File: src/rtl/spi_slave_ctrl.sv
// SPI slave engine for the configuration register bank: oversampled pins, 16-bit instruction
// decode, per-byte address/write/read sequencing. Optional macro SPI_ADDR_ASCEND_EN makes the address step ascend.
module spi_slave_ctrl #(
    parameter int SYNC_STAGES = 2,
    parameter int ADDR_W      = 13
) (
    input  logic              I_clk,
    input  logic              I_reset_n,
    input  logic              I_sclk,
    input  logic              I_csb,
    input  logic              I_sdi,
    input  logic [7:0]        I_reg_rdata,
    output logic              O_sdo,
    output logic              O_sdo_oe,
    output logic [ADDR_W-1:0] O_reg_addr,
    output logic [7:0]        O_reg_wdata,
    output logic              O_reg_wen,
    output logic              O_reg_rd,
    output logic              O_busy
);

    // state | meaning
    // IDLE  | waiting for a synchronized CSB falling edge
    // INSTR | shifting the 16-bit instruction word
    // DATA  | per-byte write assembly or read-data shifting
    // DONE  | counted bytes finished; wait for CSB high
    typedef enum logic [1:0] {ST_IDLE, ST_INSTR, ST_DATA, ST_DONE} state_t;

    logic [SYNC_STAGES-1:0] sclk_sync_q, csb_sync_q, sdi_sync_q;
    logic                   sclk_hist_q, csb_hist_q;
    logic                   sclk_s, csb_s, sdi_s;
    logic                   sclk_rise, sclk_fall, csb_fall;
    logic [15:0]            instr_word;
    logic [ADDR_W-1:0]      addr_step;

    state_t            state_q, state_d;
    logic [3:0]        bit_cnt_q, bit_cnt_d;
    logic [1:0]        byte_cnt_q, byte_cnt_d;
    logic [14:0]       shift_q, shift_d;
    logic              rw_q, rw_d;
    logic [1:0]        w_q, w_d;
    logic [ADDR_W-1:0] addr_q, addr_d;
    logic [7:0]        wdata_q, wdata_d;
    logic              wen_q, wen_d;
    logic              rd_q, rd_d;
    logic [7:0]        rsh_q, rsh_d;
    logic              sdo_q, sdo_d;
    logic              sdo_oe_q, sdo_oe_d;
    logic              busy_q, busy_d;
    logic              step_q, step_d;
    logic [1:0]        rd_dly_q, rd_dly_d;

    // CSB chain resets low so a CSB already low at reset release never looks like a falling edge.
    always_ff @(posedge I_clk or negedge I_reset_n) begin
        if (!I_reset_n) begin
            sclk_sync_q <= '0;
            csb_sync_q  <= '0;
            sdi_sync_q  <= '0;
            sclk_hist_q <= 1'b0;
            csb_hist_q  <= 1'b0;
        end else begin
            sclk_sync_q <= {sclk_sync_q[SYNC_STAGES-2:0], I_sclk};
            csb_sync_q  <= {csb_sync_q[SYNC_STAGES-2:0], I_csb};
            sdi_sync_q  <= {sdi_sync_q[SYNC_STAGES-2:0], I_sdi};
            sclk_hist_q <= sclk_sync_q[SYNC_STAGES-1];
            csb_hist_q  <= csb_sync_q[SYNC_STAGES-1];
        end
    end

    assign sclk_s     = sclk_sync_q[SYNC_STAGES-1];
    assign csb_s      = csb_sync_q[SYNC_STAGES-1];
    assign sdi_s      = sdi_sync_q[SYNC_STAGES-1];
    assign sclk_rise  = sclk_s & ~sclk_hist_q;
    assign sclk_fall  = ~sclk_s & sclk_hist_q;
    assign csb_fall   = ~csb_s & csb_hist_q;
    assign instr_word = {shift_q, sdi_s};

`ifdef SPI_ADDR_ASCEND_EN
    assign addr_step = addr_q + ADDR_W'(1);
`else
    assign addr_step = addr_q - ADDR_W'(1);
`endif

    always_comb begin
        state_d    = state_q;
        bit_cnt_d  = bit_cnt_q;
        byte_cnt_d = byte_cnt_q;
        shift_d    = shift_q;
        rw_d       = rw_q;
        w_d        = w_q;
        addr_d     = step_q ? addr_step : addr_q;
        wdata_d    = wdata_q;
        wen_d      = 1'b0;
        rd_d       = 1'b0;
        rsh_d      = rsh_q;
        sdo_d      = sdo_q;
        sdo_oe_d   = sdo_oe_q;
        step_d     = 1'b0;
        rd_dly_d   = {rd_dly_q[0], step_q & rw_q & (state_q == ST_DATA)};

        unique case (state_q)
            ST_IDLE: begin
                if (csb_fall) begin
                    state_d    = ST_INSTR;
                    bit_cnt_d  = 4'd0;
                    byte_cnt_d = 2'd0;
                end
            end
            ST_INSTR: begin
                if (sclk_rise) begin
                    shift_d   = instr_word[14:0];
                    bit_cnt_d = bit_cnt_q + 4'd1;
                    if (bit_cnt_q == 4'd15) begin
                        rw_d        = instr_word[15];
                        w_d         = instr_word[14:13];
                        addr_d      = instr_word[ADDR_W-1:0];
                        rd_dly_d[0] = instr_word[15];
                        bit_cnt_d   = 4'd0;
                        state_d     = ST_DATA;
                    end
                end
            end
            ST_DATA: begin
                if (sclk_rise) begin
                    shift_d   = instr_word[14:0];
                    bit_cnt_d = bit_cnt_q + 4'd1;
                    if (bit_cnt_q == 4'd7) begin
                        bit_cnt_d  = 4'd0;
                        byte_cnt_d = byte_cnt_q + 2'd1;
                        step_d     = 1'b1;
                        if (!rw_q) begin
                            wen_d   = 1'b1;
                            wdata_d = instr_word[7:0];
                        end
                        if ((w_q != 2'b11) && (byte_cnt_q == w_q))
                            state_d = ST_DONE;
                    end
                end
            end
            ST_DONE: ;
            default: state_d = ST_IDLE;
        endcase

        // SDO advances on falls; the first fall once DONE is reached releases the pin.
        if (sclk_fall && sdo_oe_q) begin
            if (state_q == ST_DONE) begin
                sdo_oe_d = 1'b0;
                sdo_d    = 1'b0;
            end else begin
                sdo_d = rsh_q[7];
                rsh_d = {rsh_q[6:0], 1'b0};
            end
        end

        if (rd_dly_q[1] && (state_q == ST_DATA) && !csb_s) begin
            rd_d     = 1'b1;
            rsh_d    = I_reg_rdata;
            sdo_oe_d = 1'b1;
        end

        // A write completing in the same cycle CSB is seen high still strobes.
        if (csb_s) begin
            state_d  = ST_IDLE;
            sdo_oe_d = 1'b0;
            sdo_d    = 1'b0;
            rd_d     = 1'b0;
            rd_dly_d = 2'b00;
        end

        busy_d = (state_d != ST_IDLE);
    end

    always_ff @(posedge I_clk or negedge I_reset_n) begin
        if (!I_reset_n) begin
            state_q    <= ST_IDLE;
            bit_cnt_q  <= '0;
            byte_cnt_q <= '0;
            shift_q    <= '0;
            rw_q       <= 1'b0;
            w_q        <= '0;
            addr_q     <= '0;
            wdata_q    <= '0;
            wen_q      <= 1'b0;
            rd_q       <= 1'b0;
            rsh_q      <= '0;
            sdo_q      <= 1'b0;
            sdo_oe_q   <= 1'b0;
            busy_q     <= 1'b0;
            step_q     <= 1'b0;
            rd_dly_q   <= '0;
        end else begin
            state_q    <= state_d;
            bit_cnt_q  <= bit_cnt_d;
            byte_cnt_q <= byte_cnt_d;
            shift_q    <= shift_d;
            rw_q       <= rw_d;
            w_q        <= w_d;
            addr_q     <= addr_d;
            wdata_q    <= wdata_d;
            wen_q      <= wen_d;
            rd_q       <= rd_d;
            rsh_q      <= rsh_d;
            sdo_q      <= sdo_d;
            sdo_oe_q   <= sdo_oe_d;
            busy_q     <= busy_d;
            step_q     <= step_d;
            rd_dly_q   <= rd_dly_d;
        end
    end

    assign O_sdo       = sdo_q;
    assign O_sdo_oe    = sdo_oe_q;
    assign O_reg_addr  = addr_q;
    assign O_reg_wdata = wdata_q;
    assign O_reg_wen   = wen_q;
    assign O_reg_rd    = rd_q;
    assign O_busy      = busy_q;

endmodule

File: config.mk
export PLATFORM = sky130hd
export DESIGN_NAME = spi_slave_ctrl
export DESIGN_NICKNAME = d
export VERILOG_FILES = /design/src/rtl/spi_slave_ctrl.sv
export SDC_FILE = /design/constraint.sdc
export NUM_CORES = 1
export LEC_CHECK = 0
export BUFFER_PORTS_ARGS = -buffer_cell sky130_fd_sc_hd__buf_2
export CORE_UTILIZATION = 50
export CTS_BUF_LIST = sky130_fd_sc_hd__clkbuf_4 sky130_fd_sc_hd__clkbuf_8 sky130_fd_sc_hd__clkbuf_16
export DETAILED_ROUTE_END_ITERATION = 8
export GPL_TIMING_DRIVEN = 0
export PLACE_DENSITY = 0.73
export SLEW_MARGIN = 30
export SYNTH_ARGS = -nofsm -noshare
export SYNTH_HDL_FRONTEND = slang
export SYNTH_SLANG_ARGS = --single-unit
File: constraint.sdc
create_clock -name I_clk -period 1.8 [get_ports I_clk]
set_clock_uncertainty 0.15 [all_clocks]
set_input_delay 0.36 -clock I_clk [delete_from_list [all_inputs] [get_ports I_clk]]
set_output_delay 0.36 -clock I_clk [all_outputs]
set_load 0.03 [all_outputs]
==> flow_metrics.env <==
export IMPL_status="finished, violations left"
export IMPL_violations="setup timing"
export IMPL_std_cell_rows=28
export IMPL_synth_compound_area_share_pct=9.61
export IMPL_post_route_drc_count=0
export IMPL_crit_path_frequent_cell="buf_6"
export IMPL_required_ns=1.91
export IMPL_syn_nets=301
export IMPL_cts_buffers=9
export IMPL_antenna_cells=0
export IMPL_grt_start_max_net_pins=41
export IMPL_start_util_pct=52.7
export IMPL_synth_commonest_cells="dfrtp_1, nand2_1, mux2_2, nor2_1, o21ai_0"
export IMPL_irDropWorstVdd_uv=543
export IMPL_syn_to_final_growth_pct=25.1
export IMPL_insertion_delay_ns=0.35
export IMPL_drive_above_1_share_pct=35.0
export IMPL_synthMuxAreaShare_pct=9.54
export IMPL_vias_per_cell=5.36
export IMPL_synth_edff_count=0
export IMPL_clockBufferDepth=2
export IMPL_slew_violations=0
export IMPL_grt_use_total_pct=20.7
export IMPL_hold_depth=3
export IMPL_pre_cts_ws_ns=-0.246
export IMPL_port_buffers=38
export IMPL_syn_area_sq_mm=0.00318
export IMPL_drt_iter0_markers=126
export IMPL_async_flop_share_pct=100
export IMPL_synthSimpleGateAreaFrac_pct=15.8
export IMPL_die_area_sq_mm=0.00667
export IMPL_dr_pass1_iters=4
export IMPL_grt_pass1_wl_microns=10100
export IMPL_fin_ws_ns=-0.117
export IMPL_r2r_end="rsh_q[1]$_DFFE_PN0P_"
export IMPL_die_width_microns=81.7
export IMPL_yosys_area_share_adder_pct=3.15
export IMPL_ff2ff_path_depth=9
export IMPL_num_vias=2301
export IMPL_cts_tree="yes"
export IMPL_wl_microns=6230
export IMPL_critPathMaxFanout=5
export IMPL_ys_seq_elements=71
export IMPL_power_density_mw_per_mm2=794
export IMPL_die_h_microns=81.7
export IMPL_grt_pass1_vias=2092
export IMPL_seq_area_frac_synth_pct=55.9
export IMPL_crit_path_end_kind="flip-flop"
export IMPL_antenna_found_initial=0
export IMPL_timing_hold_violations_final=0
export IMPL_nNetsFinal=370
export IMPL_synthTopCellsByArea="dfrtp_1, mux2_2, nand2_1"
export IMPL_syn_inst=280
export IMPL_clk_pin_slew_ns=0.08
export IMPL_start_kind="flip-flop"
export IMPL_clock_sinks=71
export IMPL_tightest_slew_ns=0.555
export IMPL_slowest_stage="dfrtp_1"
export IMPL_globalRouteOverflowTotal=0
export IMPL_regToRegSetupSlack_ns=-0.12
export IMPL_cts_htree_levels=3
export IMPL_routedWlPerCell_microns=14.5
export IMPL_critical_path_class="reg2reg"
export IMPL_yosysTopAreaCell="dfrtp_1"
export IMPL_syn_area_per_cell_sq_um=11.3
export IMPL_clockRootBuffer="clkbuf_8"
export IMPL_fin_crit_sh_pct=106
export IMPL_finalCriticalPeriod_ns=1.92
export IMPL_place_inst=394
export IMPL_worstHoldStart="I_reg_rdata[6]"
export IMPL_core_area_sq_mm=0.00603
export IMPL_maxCapViolations=0
export IMPL_p_leak_nw=1.95
export IMPL_fin_cells=429
export IMPL_yosysWarnings=0
export IMPL_hold_path_endpoint="rsh_q[6]$_DFFE_PN0P_"
export IMPL_crit_arrival_ns=2.02
export IMPL_ios=39
export IMPL_relSlewSlack_pct=62.7
export IMPL_yosysMostFrequentCell="dfrtp_1"
export IMPL_final_setup_viol_count=28
export IMPL_antenna_left=0
export IMPL_fmax_mhz=522
export IMPL_fillers=480
export IMPL_dpl_hpwl_microns=3940
export IMPL_synth_main_ff_cell="dfrtp_1"
export IMPL_fin_util_pct=65.9
export IMPL_cp_cell_sequence="inv_2 -> ha_4 -> buf_4 -> buf_6 -> nand3b_1 -> a21oi_4 -> buf_6 -> nor2_1 -> a31oi_1"
export IMPL_gp_congestion=0.831
export IMPL_synth_top_area_share_pct=55.9
export IMPL_holdCritPathClass="in2reg"
export IMPL_rsz0062_at_grt="yes"
export IMPL_yosysUniqueCellTypes=44
export IMPL_synth_xor_area_share_pct=3.31
export IMPL_reg2reg_from="state_q[0]$_DFF_PN0_"
export IMPL_crit_path_max_incr_delay_ns=0.43
export IMPL_synth_top_family_by_area="simple AND/OR/NAND/NOR gates"
==> layer usage <==
metal  part of all wire, %  global-route usage, %  up-vias
li1                      -                      -     1114
met1                    48                   30.0     1126
met2                    46                   28.9       51
met3                   4.1                   4.67       10
met4                   1.8                   10.7        0
met5                     0                      0        -
==> what timing repair did <==
item,in CTS,in global routing
setup endpoints to repair,46,52
hold buffers,4,0
hold endpoints to repair,34,0
pin swaps,6,11
buffers inserted,8,8
gates resized for setup,14,22
gates cloned,1,1
==> worst max-delay path: cells and delay by family, from the launching register on <==
kind / cells / cell delay [ns]
simple gates: 2 / 0.19
compound gates: 2 / 0.44
flops: 1 / 0.43
buf+inv: 4 / 0.46
fa+ha+maj: 1 / 0.15
==> stage by stage <==
| stage | cell area, sq um | setup TNS [ns] | power, mW | hold WS (ns) |
|---|---|---|---|---|
| 2_1_floorplan | 3200 | -0.225 | 1.87 | -0.0856 |
| 3_3_place_gp | 3480 | -15.17 | 1.97 | 0.182 |
| 3_5_place_dp | 3510 | -6.22 | 1.99 | 0.176 |
| 4_1_cts | 3850 | -0.770 | 3.17 | 0.0903 |
| 5_1_grt | 3970 | -3.82 | 3.29 | 0.111 |
| 6_report | 3970 | -1.22 | 3.15 | 0.109 |
==> area by class of cell <==
class | count | area (sq um) | share of cell area, %
Buffer | 7 | 62.6 | 1.58
Clock buffer | 9 | 124 | 3.12
Clock inverter | 7 | 53.8 | 1.35
Inverter | 10 | 42.5 | 1.07
Multi-Input combinational cell | 189 | 1400 | 35.2
Sequential cell | 71 | 1780 | 44.8
Tap cell | 75 | 93.8 | 2.36
Timing Repair Buffer | 61 | 419 | 10.6
==> kinds of logic after synthesis <==
| group | after synthesis |
|---|---|
| muxes | 27 |
| xor gates and xnor gates | 12 |
| adders and majority gates | 8 |
| and+or+nand+nor | 94 |
| buffers and inverters | 20 |
| AOI/OAI and AO/OA | 48 |
| DFF | 71 |
==> layout by cell type (no fill, tap or decap), types with 4 or more instances in the layout <==
master,netlist,layout
dfrtp_1,71,70
buf_2,7,38
buf_4,0,14
ha_4,0,4
nand2_1,39,39
dlygate4sd3_1,0,4
buf_6,0,9
mux2_2,26,25
nor2_1,21,19
a21oi_1,5,4
xor2_1,9,9
ha_1,8,4
o21ai_0,19,17
nand3b_1,4,4
inv_1,9,7
clkbuf_8,0,9
a31oi_1,8,8
==> sequential cells by signal (all words and copies together), names as in the netlist, 2 cells and up <==
| register | count |
|---|---|
| state_q | 2 |
| sclk_sync_q | 2 |
| rd_dly_q | 2 |
| w_q | 2 |
| byte_cnt_q | 2 |
| O_reg_addr | 13 |
| csb_sync_q | 2 |
| rsh_q | 8 |
| shift_q | 15 |
| bit_cnt_q | 4 |
| sdi_sync_q | 2 |
| O_reg_wdata | 8 |
==> power by group <==
part           switching (mW)  total [mW]  internal, mW
combinational           0.116       0.249         0.133
sequential             0.0902        1.76          1.67
clock                   0.637        1.15         0.511
total                   0.842        3.15          2.31
==> how the worst max path moves through the flow <==
stage | from | to | slack [ns] | cells after the start
after floorplan | state_q[0]$_DFF_PN0_ | bit_cnt_q[3]$_DFFE_PN0P_ | -0.09 | 6
after global placement | I_reset_n | state_q[1]$_DFF_PN0_ | -0.27 | 1
after detailed placement | state_q[0]$_DFF_PN0_ | rsh_q[5]$_DFFE_PN0P_ | -0.25 | 8
after CTS | state_q[0]$_DFF_PN0_ | bit_cnt_q[2]$_DFFE_PN0P_ | -0.1 | 6
after global routing | state_q[0]$_DFF_PN0_ | rsh_q[1]$_DFFE_PN0P_ | -0.19 | 9
final | state_q[0]$_DFF_PN0_ | rsh_q[1]$_DFFE_PN0P_ | -0.12 | 9
Note: power is estimated with default switching activity, not from simulation.
